==> src/rtl/rx_sync_pkg.sv <==
// Shared constants, state encodings and width helpers for the RX
// frame-acquisition sequencer.
package rx_sync_pkg;

    typedef logic [1:0] state_t;

    localparam state_t ST_SEARCH = 2'd0;
    localparam state_t ST_VERIFY = 2'd1;
    localparam state_t ST_LOCK   = 2'd2;
    localparam state_t ST_DROP   = 2'd3;

    localparam int SYM_LEN_DEF  = 1056;
    localparam int SB_NUM_DEF   = 50;
    localparam int WIN_DEF      = 4;
    localparam int N_LOCK_DEF   = 5;
    localparam int N_UNLOCK_DEF = 10;
    localparam int RST_LEN_DEF  = 16;
    localparam int THR_W_DEF    = 24;

    function automatic int frame_len(input int sym_len, input int sb_num);
        return sym_len * sb_num;
    endfunction

    // Bits needed to hold any value in 0..max_val.
    function automatic int cnt_w(input int max_val);
        int w;
        w = 1;
        while ((1 << w) <= max_val) begin
            w = w + 1;
        end
        return w;
    endfunction

    function automatic int win_lo(input int frame, input int half_win);
        return frame - half_win;
    endfunction

    function automatic int win_hi(input int half_win);
        return half_win;
    endfunction

endpackage

==> src/rtl/rx_frame_phase.sv <==
// Flywheel frame-phase counter with realign/clear controls and
// acceptance-window flags derived from the raw and effective phase.
module rx_frame_phase
    import rx_sync_pkg::*;
#(
    parameter  int pFRAME = frame_len(SYM_LEN_DEF, SB_NUM_DEF),
    parameter  int pWIN   = WIN_DEF,
    localparam int PW     = cnt_w(pFRAME - 1)
) (
    input  logic clk,
    input  logic rst,
    input  logic realign,
    input  logic clear,
    output logic raw_win,
    output logic eff_zero,
    output logic eff_win,
    output logic close,
    output logic frame_end
);

    localparam logic [PW-1:0] LAST = PW'(pFRAME - 1);
    localparam logic [PW-1:0] WLO  = PW'(win_lo(pFRAME, pWIN));
    localparam logic [PW-1:0] WHI  = PW'(win_hi(pWIN));

    logic [PW-1:0] phase;
    logic [PW-1:0] eff;

    // A realigning pulse makes the current cycle phase zero.
    assign eff       = realign ? '0 : phase;

    assign raw_win   = (phase <= WHI) || (phase >= WLO);
    assign eff_win   = (eff <= WHI) || (eff >= WLO);
    assign eff_zero  = (eff == '0);
    assign close     = (eff == WHI);
    assign frame_end = (phase == LAST);

    always_ff @(posedge clk) begin
        if (rst || clear) begin
            phase <= '0;
        end else if (realign) begin
            phase <= PW'(1);
        end else if (phase == LAST) begin
            phase <= '0;
        end else begin
            phase <= phase + PW'(1);
        end
    end

endmodule

==> src/rtl/rx_sync_sequencer.sv <==
// Frame acquisition: SEARCH/VERIFY/LOCK/DROP sequencing, SOP regeneration,
// datapath reset on lock loss and correlator threshold relaxation.
module rx_sync_sequencer
    import rx_sync_pkg::*;
#(
    parameter int pSYM_LEN  = SYM_LEN_DEF,
    parameter int pSB_NUM   = SB_NUM_DEF,
    parameter int pWIN      = WIN_DEF,
    parameter int pN_LOCK   = N_LOCK_DEF,
    parameter int pN_UNLOCK = N_UNLOCK_DEF,
    parameter int pRST_LEN  = RST_LEN_DEF,
    parameter int pTHR_W    = THR_W_DEF
) (
    input  logic              clk,
    input  logic              rst,
    input  logic              isop,
    input  logic [pTHR_W-1:0] ithr_lvl,
    input  logic [pTHR_W-1:0] ithr_min,
    input  logic [pTHR_W-1:0] ithr_step,
    output logic              osop,
    output logic              owin,
    output logic              ofound,
    output logic              odp_rst,
    output logic [pTHR_W-1:0] othr_lvl,
    output logic [1:0]        ostate,
    output logic [3:0]        omiss
);

    localparam int F  = frame_len(pSYM_LEN, pSB_NUM);
    localparam int HW = cnt_w(pN_LOCK);
    localparam int DW = cnt_w(pRST_LEN);

    localparam logic [HW-1:0] HIT_LOCK  = HW'(pN_LOCK);
    localparam logic [3:0]    MISS_DROP = 4'(pN_UNLOCK);
    localparam logic [DW-1:0] DROP_END  = DW'(pRST_LEN);

    state_t            state;
    logic [HW-1:0]     hit;
    logic [HW-1:0]     hit_inc;
    logic [3:0]        miss;
    logic [3:0]        miss_inc;
    logic              win_hit;
    logic [DW-1:0]     drop_cnt;
    logic [pTHR_W-1:0] thr;
    logic [pTHR_W:0]   floor_sum;
    logic [pTHR_W-1:0] relaxed;

    logic tracking;
    logic accept;
    logic clear;
    logic raw_win;
    logic eff_zero;
    logic eff_win;
    logic close;
    logic frame_end;

    assign tracking = (state == ST_VERIFY) || (state == ST_LOCK);

    // Only the first in-window pulse per window re-centres the flywheel.
    assign accept = isop &&
                    ((state == ST_SEARCH) ||
                     (tracking && raw_win && !win_hit));

    assign clear = (state == ST_DROP) && (drop_cnt == DROP_END);

    assign hit_inc  = (hit == HIT_LOCK) ? hit : hit + HW'(1);
    assign miss_inc = (miss == 4'hF) ? miss : miss + 4'd1;

    // Relax without underflow: never go below the floor.
    assign floor_sum = {1'b0, ithr_min} + {1'b0, ithr_step};
    assign relaxed   = ({1'b0, thr} < floor_sum) ? ithr_min
                                                 : thr - ithr_step;

    rx_frame_phase #(
        .pFRAME (F),
        .pWIN   (pWIN)
    ) u_phase (
        .clk       (clk),
        .rst       (rst),
        .realign   (accept),
        .clear     (clear),
        .raw_win   (raw_win),
        .eff_zero  (eff_zero),
        .eff_win   (eff_win),
        .close     (close),
        .frame_end (frame_end)
    );

    always_ff @(posedge clk) begin
        if (rst) begin
            state    <= ST_SEARCH;
            hit      <= '0;
            miss     <= '0;
            win_hit  <= 1'b0;
            drop_cnt <= '0;
            thr      <= ithr_lvl;
            osop     <= 1'b0;
            owin     <= 1'b0;
            odp_rst  <= 1'b0;
        end else begin
            osop    <= (state == ST_LOCK) && eff_zero;
            owin    <= tracking && eff_win;
            odp_rst <= 1'b0;

            unique case (1'b1)
                (state == ST_SEARCH): begin
                    if (accept) begin
                        state   <= ST_VERIFY;
                        hit     <= HW'(1);
                        win_hit <= 1'b1;
                    end else if (frame_end) begin
                        thr <= relaxed;
                    end
                end

                (state == ST_VERIFY): begin
                    thr <= ithr_lvl;
                    if (accept) begin
                        win_hit <= 1'b1;
                        hit     <= hit_inc;
                        if (hit_inc == HIT_LOCK) begin
                            state <= ST_LOCK;
                            miss  <= '0;
                        end
                    end else if (close) begin
                        win_hit <= 1'b0;
                        if (!win_hit) begin
                            state <= ST_SEARCH;
                            hit   <= '0;
                        end
                    end
                end

                (state == ST_LOCK): begin
                    thr <= ithr_lvl;
                    if (accept) begin
                        win_hit <= 1'b1;
                    end else if (close) begin
                        win_hit <= 1'b0;
                        if (win_hit) begin
                            miss <= '0;
                        end else begin
                            miss <= miss_inc;
                            if (miss_inc == MISS_DROP) begin
                                state    <= ST_DROP;
                                drop_cnt <= '0;
                            end
                        end
                    end
                end

                (state == ST_DROP): begin
                    if (drop_cnt == DROP_END) begin
                        state    <= ST_SEARCH;
                        hit      <= '0;
                        miss     <= '0;
                        win_hit  <= 1'b0;
                        drop_cnt <= '0;
                        thr      <= ithr_lvl;
                    end else begin
                        odp_rst  <= 1'b1;
                        drop_cnt <= drop_cnt + DW'(1);
                    end
                end

                default: begin
                end
            endcase
        end
    end

    assign ofound   = (state == ST_LOCK);
    assign othr_lvl = thr;
    assign ostate   = state;
    assign omiss    = miss;

endmodule
==> config.mk <==
export PLATFORM = sky130hd
export DESIGN_NAME = rx_sync_sequencer
export DESIGN_NICKNAME = d
export VERILOG_FILES = /design/src/rtl/rx_sync_pkg.sv /design/src/rtl/rx_frame_phase.sv /design/src/rtl/rx_sync_sequencer.sv
export SDC_FILE = /design/constraint.sdc
export NUM_CORES = 1
export LEC_CHECK = 0
export BUFFER_PORTS_ARGS = -buffer_cell sky130_fd_sc_hd__buf_2
export CAP_MARGIN = 20
export CORE_UTILIZATION = 40
export CTS_CLUSTER_SIZE = 24
export DETAILED_ROUTE_END_ITERATION = 8
export PLACE_DENSITY = 0.58
export SYNTH_ARGS = -nofsm -noshare
export SYNTH_HDL_FRONTEND = slang
export SYNTH_HIERARCHICAL = 1
export SYNTH_SLANG_ARGS = --single-unit
export TNS_END_PERCENT = 5
==> constraint.sdc <==
create_clock -name clk -period 6.1 [get_ports clk]
set_input_delay 0.305 -clock clk [delete_from_list [all_inputs] [get_ports clk]]
set_output_delay 0.305 -clock clk [all_outputs]
set_load 0.01 [all_outputs]
* Word level (Yosys, flattened, before mapping)
Cells that the tools add are included.
** Storage, ports and cells
- Register bits after elaboration :: 58
- Bits in latches :: 0
- Memory bits (writable) :: 0
- Bits in read-only memories :: 0
- Bits of input ports :: 75
- Output and inout port bits :: 34
- Word-level logic and storage cells :: 124
- Memories :: 0
** Operators by class
- Add/sub/neg operators :: 6
- Multipliers :: 0
- Divide/modulo/power cells :: 0
- $lt $le $gt $ge :: 5
- Equal/unequal tests :: 25
- Shift-type cells :: 0
- Multiplexer cells :: 47
- Bitwise logic cells :: 1
- Reductions and logical operators :: 29
** Operator list (count)
- 2-to-1 mux 24 bit :: 5
- one-hot mux 24 bit (3 select lines) :: 1
- greater-or-equal comparator 16 bit, second input constant :: 2
- less-or-equal comparator 16 x 3 -> 1 bit, second input constant :: 2
- 2-to-1 mux 4 bit :: 7
- adder 24 x 24 -> 25 bit :: 1
- less-than comparator 24 x 25 -> 1 bit :: 1
- 2-to-1 mux 5 bit :: 5
- subtractor 24 bit :: 1
- 2-to-1 mux 2 bit :: 10
- 2-to-1 mux 3 bit :: 6
- adder 16 x 1 -> 16 bit, second input constant :: 1
- == test 16 bit, second input constant :: 1
- == test 16 x 3 -> 1 bit, second input constant :: 1
- logical NOT 16 bit :: 1
- 2-to-1 mux 16 bit :: 1
- inequality test 3 bit, second input constant :: 4
- one-hot mux 4 bit (3 select lines) :: 1
- inequality test 2 x 1 -> 1 bit, second input constant :: 5
- one-hot mux 5 bit (2 select lines) :: 1
- AND reduction 10 bit :: 1
- AND reduction 5 bit :: 2
- one-hot mux 3 bit (3 select lines) :: 1
- nonzero test 3 bit :: 3
- other kinds (25) :: 49

* Logic depth before layout (Yosys ltp)
Gate-level depths: netlist of run 1.
- Depth after elaboration :: 11
- Depth in mapped cells :: 20

* Cells and area by module
Netlist of run 1, hierarchy kept.
** Modules (own cells, without submodules)
- rx_sync_sequencer :: instances 1, cells each 638, area an instance 5118.7 µm², seq. area each 1081.0 µm²
- rx_frame_phase :: instances 1, cells each 103, area an instance 867.1 µm², seq. area each 320.3 µm²

* Worst setup path after synthesis of run 1
Ideal clock, no wire load.
- Path type :: input to register
- Start :: in ithr_min[0]
- End :: reg thr[15], in the netlist othr_lvl[15] (data pin)
- Arrival time :: 4.135 ns
- Required time :: 5.829 ns
- Setup slack :: 1.695 ns
- Stages :: 20
- Cells stage by stage :: ha_1 > fa_1 > a211oi_2 > nor4b_1 > a211oi_2 > nand2_1 > a311oi_2 > o21bai_1 > a21oi_1 > xor2_1 > ha_1 > a211oi_1 > o21ai_0 > a31o_2 > nor3_1 > a211oi_1 > o211ai_2 > buf_2 > mux2i_1 > a21oi_1
** On the way
- Longest elaborated chain between the ends :: 7
** RTL lines
- from (decl) :: line rx_sync_sequencer.sv:18 : input logic [pTHR_W-1:0] ithr_min,
- adder 24 x 24 -> 25 bit :: line rx_sync_sequencer.sv:70 : assign floor_sum = {1'b0, ithr_min} + {1'b0, ithr_step};
- less-than comparator 24 x 25 -> 1 bit :: line rx_sync_sequencer.sv:71 : assign relaxed = ({1'b0, thr} < floor_sum) ? ithr_min
- 2-to-1 mux 24 bit :: line rx_sync_sequencer.sv:71
- 2-to-1 mux 24 bit :: line rx_sync_sequencer.sv:111 : end else if (frame_end) begin
- 2-to-1 mux 24 bit :: line rx_sync_sequencer.sv:107 : if (accept) begin
- one-hot mux 24 bit (3 select lines) :: line rx_sync_sequencer.sv:105 : unique case (1'b1)
- 2-to-1 mux 24 bit :: line rx_sync_sequencer.sv:90 : if (rst) begin
- to (signal assigned) :: line rx_sync_sequencer.sv:96 : thr <= ithr_lvl;
- to (signal assigned) :: line rx_sync_sequencer.sv:112 : thr <= relaxed;
- to (signal assigned) :: line rx_sync_sequencer.sv:117 : thr <= ithr_lvl;
- to (decl) :: line rx_sync_sequencer.sv:44 : logic [pTHR_W-1:0] thr;
No other way between the ends. The select of a mux whose other input is x is not followed.
A chain may end at the register's enable or synchronous reset.

* Final worst setup path of run 1
- Start :: in ithr_min[0]
- End :: reg thr[10], in the netlist othr_lvl[10] (data pin)
The elaborated chain is that of the path after synthesis.

==> impl_metrics.py, run 1 <==
metrics = {
    "outcome": {
        "outcome": "completed",
    },
    "critical_path": {
        "cp.buffers_inverters": 2,
        "critPathTopFamily": "compound AO/OA/AOI/OAI gates",
        "arrival_ps": 5250,
        "slowest_stage": "a311oi_2",
        "crit_path_max_fanout": 26,
        "cp_cell_sequence": "buf_2 > ha_1 > fa_1 > a211oi_2 > nor4b_1 > a211oi_2 > nand2_1 > a311oi_2 > o21bai_1 > a21oi_1 > xor2_1 > ha_1 > a211oi_1 > o21ai_0 > a31o_2 > nor3_1 > a211oi_1 > o211ai_4 > buf_4 > mux2i_1 > o21ai_0",
        "cp_slowest_stage_delay_ps": 480,
        "endpoint_kind": "flop",
        "cp-start-kind": "input pin",
        "crit_required_ps": 6170,
        "crit_type": "in2reg",
    },
    "power_and_ir_drop": {
        "vdd_drop_max_v": 0.000149,
        "power_mw": 2.06,
        "p_leak_nw": 3.23,
        "power_density_nw_per_um2": 292,
    },
    "die": {
        "coreArea_um2": 14600,
        "rows": 44,
        "die_w_um": 124,
        "die_area_um2": 15500,
        "dieHeight_um": 124,
        "start_util": 0.410,
        "io_pins": 109,
    },
    "synthesis": {
        "ys_warn_count": 6,
        "seq_area_frac_synth": 0.234,
        "synthDistinctLibCells": 65,
        "ys_top_cells_by_area": "ha_1 17%, edfxtp_1 12%, dfxtp_1 11%",
        "syn_avg_cell_area_um2": 8.08,
        "ys_ff_latch": 58,
        "netlist_area_um2": 5990,
        "synth_ff_type": "dfxtp_1",
        "synth_enable_flop_cells": 24,
        "netlist_instances": 741,
        "syn_nets": 900,
        "async_flop_share": 0,
        "synth.top_cell.area_share": 0.171,
        "yosysTopAreaCell": "ha_1",
    },
    "final_layout": {
        "drive_gt1_frac": 0.170,
        "fin_nets": 1007,
        "multi_input_area_um2": 4320,
        "num-fill-cells": 1437,
        "area_growth_pct": 17.6,
        "ff_latch_area_um2": 1400,
    },
    "route": {
        "vias": 5794,
        "wire_per_inst_um": 15.9,
        "dr.pass1.iters": 5,
        "ant_nets": 0,
        "avgViaCountPerCell": 5.58,
        "drt-total-wl_um": 16500,
        "drtIter0Drc": 361,
        "drc": 0,
    },
    "clock_tree": {
        "insertion_delay_ps": 340,
        "cts_setup_buffers": 0,
        "cts_root_buf": "clkbuf_16",
        "numCtsBuffers": 9,
        "cts.sinks": 58,
        "clock_path_buffers": 2,
        "cts_tree": "built",
        "h-tree-depth": 3,
        "path_clk_slew_ps": 60,
        "ctsHoldBuffers": 0,
        "post_cts_resized": 0,
    },
    "global_routing": {
        "grt_pass1_vias": 5789,
        "track_usage": 0.221,
        "antenna_found_initial": 2,
        "grt_max_degree": 36,
        "grt_pass1_wl_um": 27900,
        "grt-ovfl-total": 0,
    },
    "placed_design": {
        "dp_hpwl_um": 12900,
        "portBuffers": 108,
        "place_ws_ps": 608,
        "gp_congestion": 0.902,
    },
    "sta": {
        "rsz0062_at_grt": "false",
        "period_needed_ps": 5180,
        "clock_skew_ps": 10.7,
        "setup_viol": 0,
        "tightestPinTransition_ps": 928,
        "hold_viol_final": 0,
        "finalWorstSetupSlack_ps": 919,
        "hold_slack_ps": 232,
        "maxSlewViolCount": 0,
        "post-route-period-util": 0.849,
        "clock.fmax_mhz": 193,
        "max_slew_margin": 0.366,
        "setup_tns_ps": 0,
    },
    "worst_hold_path": {
        "hold_class": "in2reg",
    },
    "run": {
        "max_cap_viol_count": 0,
    },
}
-- final timing paths --
path | end | cells after the start | slack, ps | start
hold reg to reg | omiss[1]$_SDFFE_PP0P_ | 2 | 520 | omiss[1]$_SDFFE_PP0P_
setup reg to reg | drop_cnt[2]$_SDFFE_PP0P_ | 14 | 1920 | u_phase/phase[8]$_SDFF_PP0_
setup / recovery | othr_lvl[10]$_DFFE_PP_ | 21 | 920 | ithr_min[0]
hold / removal | othr_lvl[16]$_DFFE_PP_ | 3 | 230 | ithr_lvl[16]
-- flip-flops by register name (all words and copies together) (netlist names), named ones only --
register,cells
othr_lvl,24
u_phase/phase,16
drop_cnt,5
omiss,4
hit,3
odp_rst,1
osop,1
ostate,1
owin,1
win_hit,1
-- final cells by class --
class,count,area share
Clock inverter,2,0.00195
Timing Repair Buffer,112,0.0810
Multi-Input combinational cell,616,0.614
Tap cell,184,0.0327
Clock buffer,14,0.0435
Sequential cell,58,0.199
Inverter,51,0.0272
Antenna cell,1,0.000355
-- through the flow --
| stage | cells | utilization | instance area [um^2] |
|---|---|---|---|
| floorplan | 741 | - | 5990 |
| global placement | 1021 | 0.460 | 6720 |
| detailed placement | 1021 | 0.460 | 6720 |
| CTS | 1037 | 0.482 | 7040 |
| global route | 1038 | 0.483 | 7040 |
| finish | 1038 | 0.483 | 7040 |
-- cells in the mapped netlist (all sizes together), types with 10 or more instances --
cell and number:
a21oi 65, o21ai 50, nor3 19, ha 82
nand3 28, nand2b 12, xnor2 30, and3 10
edfxtp 24, clkbuf 12, nor2 57, dfxtp 34
nand2 65, inv 51, nand4 15, xor2 25
mux2i 18, a21o 13
-- power breakdown --
group | leakage [nW] | switching [mW] | internal [mW] | total [mW]
clock network | 0.159 | 0.189 | 0.347 | 0.535
registers | 0.518 | 0.0616 | 0.475 | 0.536
logic | 2.56 | 0.565 | 0.420 | 0.985
-- tightest hold or removal path, cell delays in order --
cell	delay, ps
buf_2	70
nand2_1	30
o21ai_0	50
-- layer usage --
layer | wire length (um) | vias to the layer above | GRT usage
li1 | - | 2928 | -
met1 | 7440 | 2686 | 0.269
met2 | 7830 | 144 | 0.374
met3 | 776 | 34 | 0.0541
met4 | 490 | 2 | 0.0829
met5 | 13 | - | 0
-- placed cells by master, fill, tap and decap left out, types with 6 or more instances in the layout --
master	count
a21o_1	13
mux2i_1	18
inv_1	51
xor2_1	25
and2_1	9
nor3_1	19
and3_1	10
nand2b_1	12
nor2_1	56
nand3_1	28
nand4_1	15
a21oi_1	65
edfxtp_1	24
or2_2	6
buf_2	108
ha_1	82
xnor2_1	30
nor2b_1	9
o21a_1	6
dfxtp_1	34
nand2_1	65
a31oi_1	9
a211oi_1	7
o311ai_0	6
o21bai_1	7
clkbuf_16	11
o21ai_0	50
-- cells by family after synthesis --
family,share of synthesized area
buffers and inverters,0.0454
muxes,0.0301
xor gates and xnor gates,0.0805
and+or+nand+nor,0.218
AOI/OAI and AO/OA,0.214
DFF,0.234
adders and majority gates,0.178
(Power assumes the default switching activity.)
==> run 2: changes to the inputs <==
==> constraint.sdc (replaced) <==
create_clock -name clk -period 4.8 [get_ports clk]
set_input_delay 0.24 -clock clk [delete_from_list [all_inputs] [get_ports clk]]
set_output_delay 0.24 -clock clk [all_outputs]
set_load 0.01 [all_outputs]
==> impl_metrics.py, run 2 (synthesis results as in run 1) <==
metrics = {
    "outcome": {
        "outcome": "completed",
    },
    "final_layout": {
        "layout_commonest_cell": "buf_2",
        "area_growth_pct": 19.0,
        "finish.utilization": 0.488,
        "drive_gt1_frac": 0.175,
        "num_antenna_cells": 0,
        "num-fill-cells": 1408,
        "final_cell_mix": "108 x buf_2, 82 x ha_1, 65 x a21oi_1, 65 x nand2_1, 56 x nor2_1",
        "final_cells": 1045,
        "postLayoutCellArea_um2": 7120,
        "largest_reg_flops": 24,
        "fin_nets": 1015,
    },
    "die": {
        "die_area_um2": 15500,
        "die_w_um": 124,
        "coreArea_um2": 14600,
        "start_util": 0.410,
        "io_pins": 109,
        "rows": 44,
        "dieHeight_um": 124,
    },
    "sta": {
        "clock_skew_ps": 9.06,
        "hold_viol_final": 0,
        "hold_slack_ps": 165,
        "tightestPinTransition_ps": 961,
        "maxSlewViolCount": 0,
        "setup_viol": 0,
        "post-route-period-util": 0.938,
        "rsz0062_at_grt": "false",
        "period_needed_ps": 4500,
        "clock.fmax_mhz": 222,
        "max_slew_margin": 0.343,
    },
    "placed_design": {
        "portBuffers": 108,
        "gp_congestion": 0.868,
        "dp_hpwl_um": 13100,
        "placedCellCount": 1028,
        "dpl_cell_area_um2": 6800,
    },
    "route": {
        "wire_per_inst_um": 16.1,
        "drt-total-wl_um": 16800,
        "avgViaCountPerCell": 5.54,
        "drtIter0Drc": 336,
        "drc": 0,
        "ant_nets": 0,
        "vias": 5792,
        "dr.pass1.iters": 5,
    },
    "clock_tree": {
        "numCtsBuffers": 9,
        "cts_root_buf": "clkbuf_16",
        "insertion_delay_ps": 350,
        "cts_tree": "built",
        "ctsHoldBuffers": 0,
        "cts.sinks": 58,
        "clock_path_buffers": 2,
        "h-tree-depth": 3,
        "path_clk_slew_ps": 60,
    },
    "worst_hold_path": {
        "hold-path-cell-count": 3,
        "hold_class": "in2reg",
    },
    "critical_path": {
        "crit_path_max_fanout": 9,
        "crit_type": "in2reg",
        "r2r_cells": 14,
        "arrival_ps": 4700,
        "crit_required_ps": 4990,
        "endpoint_kind": "flop",
        "cp-start-kind": "input pin",
    },
    "power_and_ir_drop": {
        "power_mw": 2.66,
        "p_leak_nw": 3.28,
        "power_density_nw_per_um2": 373,
        "vdd_drop_max_v": 0.000245,
    },
    "global_routing": {
        "grt_pass1_wl_um": 27700,
        "grt_max_degree": 36,
        "grt_pass1_vias": 5683,
        "track_usage": 0.220,
        "grt-ovfl-total": 0,
        "antenna_found_initial": 1,
    },
    "run": {
        "max_cap_viol_count": 0,
    },
}
## run 2: cell count changes in the layout (fill, tap and decap cells not counted)
cell / previous run / this run
buf_6: 0 / 1
clkinv_2: 1 / 0
clkbuf_1: 1 / 3
buf_12: 0 / 2
diode_2: 1 / 0
clkinv_4: 1 / 0
buf_4: 4 / 9
## run 2: final cells by class
cell class                 instances  area [um^2]  area share
clock buffer                      16          314      0.0441
inverter                          51          191      0.0269
multi-input combinational        616         4320       0.607
sequential                        58         1400       0.197
tap                              184          230      0.0323
timing repair buffer             120          659      0.0926
## run 2: metrics by stage
step	TNS (ps)	setup WS, ps
final	0	296
after floorplan	0	460
after CTS	0	223
after detailed placement	-667	-126
after global placement	-36.8	-16.4
after global routing	0	30.6
## run 2: power breakdown
part	switching, mW	internal [mW]	leakage, nW
Clock	0.239	0.441	0.153
Combinational	0.728	0.573	2.61
Sequential	0.0741	0.603	0.518
## run 2: timing repair
action                                  in CTS  in global routing
endpoints found under the hold margin        0                  0
endpoints found under the setup margin       0                  9
gates resized for setup                      0                  1
buffers inserted                             0                  1
## run 2: final timing paths
kind | start | endpoint | slack, ps
worst max-delay path | ithr_min[0] | othr_lvl[3]$_DFFE_PP_ | 300
worst min-delay path | ithr_lvl[10] | othr_lvl[10]$_DFFE_PP_ | 170
worst max register to register | u_phase/phase[8]$_SDFF_PP0_ | drop_cnt[2]$_SDFFE_PP0P_ | 660
worst min register to register | drop_cnt[3]$_SDFFE_PP0P_ | drop_cnt[3]$_SDFFE_PP0P_ | 520
## run 2: metal layers
metal | vias to the layer above | global-route usage | share of wire
met2 | 132 | 0.386 | 0.48
met1 | 2686 | 0.260 | 0.45
met4 | 2 | 0.0822 | 0.028
li1 | 2939 | - | -
met3 | 33 | 0.0473 | 0.041
met5 | - | 0 | 0.0010
## run 2: critical path, stage by stage
cell	delay (ps)
buf_2	110
ha_1	220
fa_1	450
a211oi_2	340
nor4b_1	110
a211oi_2	270
nand2_1	140
a21o_1	210
a41oi_1	280
nor2b_1	200
xor2_1	80
ha_1	290
o21ai_0	80
o21ai_0	160
a31o_2	190
nor3_1	50
a211oi_1	390
o211ai_4	170
buf_6	190
or3_1	370
a31oi_1	170
==> run 3: changes to the inputs <==
--- a/config.mk
+++ b/config.mk
@@ -10,7 +10,6 @@
 export CORE_UTILIZATION = 40
 export CTS_CLUSTER_SIZE = 24
 export DETAILED_ROUTE_END_ITERATION = 8
-export PLACE_DENSITY = 0.58
 export SYNTH_ARGS = -nofsm -noshare
 export SYNTH_HDL_FRONTEND = slang
 export SYNTH_HIERARCHICAL = 1
==> constraint.sdc (replaced) <==
create_clock -name clk -period 4.8 [get_ports clk]
set_input_delay 0.24 -clock clk [delete_from_list [all_inputs] [get_ports clk]]
set_output_delay 0.24 -clock clk [all_outputs]
set_load 0.005 [all_outputs]
==> impl_metrics.py, run 3 (synthesis results as in run 1) <==
metrics = {
    "sta": {
        "clock_skew_ps": 5.44,
        "tightestPinTransition_ps": 1040,
        "max_slew_margin": 0.288,
        "post-route-period-util": 0.938,
        "setup_tns_ps": 0,
        "hold_viol_final": 0,
        "maxSlewViolCount": 0,
        "clock.fmax_mhz": 222,
        "setup_viol": 0,
        "hold_slack_ps": 175,
        "period_needed_ps": 4500,
    },
    "worst_hold_path": {
        "hold_class": "in2reg",
    },
    "final_layout": {
        "drive_gt1_frac": 0.176,
        "largest_reg_flops": 24,
        "fin_nets": 1014,
        "area_growth_pct": 17.6,
        "layout_commonest_cell": "buf_2",
        "finish.utilization": 0.483,
        "final_cell_mix": "108 x buf_2, 82 x ha_1, 65 x a21oi_1, 65 x nand2_1, 56 x nor2_1",
        "num_antenna_cells": 0,
    },
    "route": {
        "drc": 0,
        "wire_per_inst_um": 15.5,
        "ant_nets": 0,
        "avgViaCountPerCell": 5.56,
        "drtIter0Drc": 277,
        "dr.pass1.iters": 5,
        "vias": 5800,
        "drt-total-wl_um": 16200,
    },
    "global_routing": {
        "grt_max_degree": 25,
        "antenna_found_initial": 1,
        "grt_pass1_wl_um": 27200,
        "grt_pass1_vias": 5530,
        "grt-ovfl-total": 0,
        "track_usage": 0.215,
    },
    "die": {
        "io_pins": 109,
        "start_util": 0.410,
        "rows": 44,
        "die_area_um2": 15500,
        "die_w_um": 124,
        "coreArea_um2": 14600,
        "dieHeight_um": 124,
    },
    "power_and_ir_drop": {
        "power_density_nw_per_um2": 357,
        "p_leak_nw": 3.25,
        "vdd_drop_max_v": 0.000226,
    },
    "outcome": {
        "outcome": "completed",
    },
    "critical_path": {
        "endpoint_kind": "flop",
        "crit_type": "in2reg",
        "arrival_ps": 4590,
        "cp-start-kind": "input pin",
        "slowest_stage": "fa_1",
        "cp_common_cell": "a211oi_2",
        "crit_path_max_fanout": 5,
        "cp.buffers_inverters": 1,
        "crit_required_ps": 4880,
        "cp_slowest_stage_delay_ps": 450,
        "cp_cell_sequence": "buf_2 > ha_1 > fa_1 > a211oi_2 > nor4b_1 > a211oi_2 > nand2_1 > a311oi_2 > o21bai_1 > a21oi_1 > xor2_1 > ha_1 > a211oi_1 > o21ai_0 > a31o_2 > nor3_1 > a211oi_2 > o211ai_4 > nor2_1 > a221o_1",
        "critPathTopFamily": "compound AO/OA/AOI/OAI gates",
    },
    "clock_tree": {
        "clock_path_buffers": 2,
        "cts_root_buf": "clkbuf_16",
        "numCtsBuffers": 9,
        "cts_tree": "built",
        "h-tree-depth": 3,
        "path_clk_slew_ps": 50,
        "cts.sinks": 58,
        "ctsHoldBuffers": 0,
        "insertion_delay_ps": 330,
    },
    "placed_design": {
        "portBuffers": 108,
        "gp_congestion": 0.858,
        "dp_hpwl_um": 12800,
    },
    "run": {
        "max_cap_viol_count": 0,
    },
}
## run 3: cell count changes in the layout (fill, tap and decap cells not counted)
cell and delta:
a211oi_1 -1, clkinv_2 +4, clkbuf_1 -1, buf_8 +1
clkbuf_8 -2, clkbuf_16 -2, buf_12 -2, a211oi_2 +1
## run 3: worst register-to-register path, cell delays in order, from the launching register on
cell	delay, ps
dfxtp_1	340
or3_4	410
or2_4	260
o221ai_1	240
nand2_1	80
and3b_1	160
o21ai_0	320
inv_1	240
nor3b_1	400
nand2b_1	160
o31ai_1	450
o21ai_0	350
nor2_1	320
nand3b_1	110
a21oi_1	140
## run 3: what timing repair did
action	in CTS	in global routing
endpoints found under the setup margin	0	16
gates resized for setup	0	4
hold endpoints to repair	0	0
buffers inserted	0	1
## run 3: per-stage QoR
step | cells | cell area, um^2 | setup WS (ps) | power (mW)
2_1_floorplan | 741 | 5990 | 460 | 1.56
6_report | 1043 | 7040 | 297 | 2.51
5_1_grt | 1043 | 7040 | -1.93 | 2.71
3_3_place_gp | 1027 | 6760 | -18.6 | 1.92
4_1_cts | 1042 | 7020 | 255 | 2.51
3_5_place_dp | 1027 | 6760 | -63.9 | 1.92
## run 3: worst paths after layout
check	from	end	slack, ps	cells past startpoint
max	ithr_min[0]	othr_lvl[8]$_DFFE_PP_	300	20
min	ithr_lvl[17]	othr_lvl[17]$_DFFE_PP_	170	3
max reg2reg	u_phase/phase[8]$_SDFF_PP0_	drop_cnt[2]$_SDFFE_PP0P_	770	14
min reg2reg	omiss[1]$_SDFFE_PP0P_	omiss[1]$_SDFFE_PP0P_	500	2
## run 3: layer usage
layer / up-vias / wire (um) / global-route usage / part of all wire
met2: 160 / 7460 / 0.352 / 0.46
met1: 2670 / 7640 / 0.280 / 0.47
li1: 2941 / - / - / -
met4: 2 / 335 / 0.0638 / 0.021
met3: 27 / 766 / 0.0481 / 0.047
met5: - / 13 / 0 / 0.00080
## run 3: area by class of cell
class / count / area [um^2]
clock buffer: 11 / 233
clock inverter: 4 / 20.0
fill: 1440 / 7550
inverter: 51 / 191
multi-input combinational: 616 / 4330
sequential: 58 / 1400
tap: 184 / 230
timing repair buffer: 119 / 634
## run 3: power breakdown
group | internal, mW | switching (mW) | total, mW | leakage (nW)
sequential | 0.603 | 0.0766 | 0.680 | 0.518
combinational | 0.558 | 0.701 | 1.26 | 2.61
clock | 0.342 | 0.229 | 0.571 | 0.129
total | 1.50 | 1.01 | 2.51 | 3.25
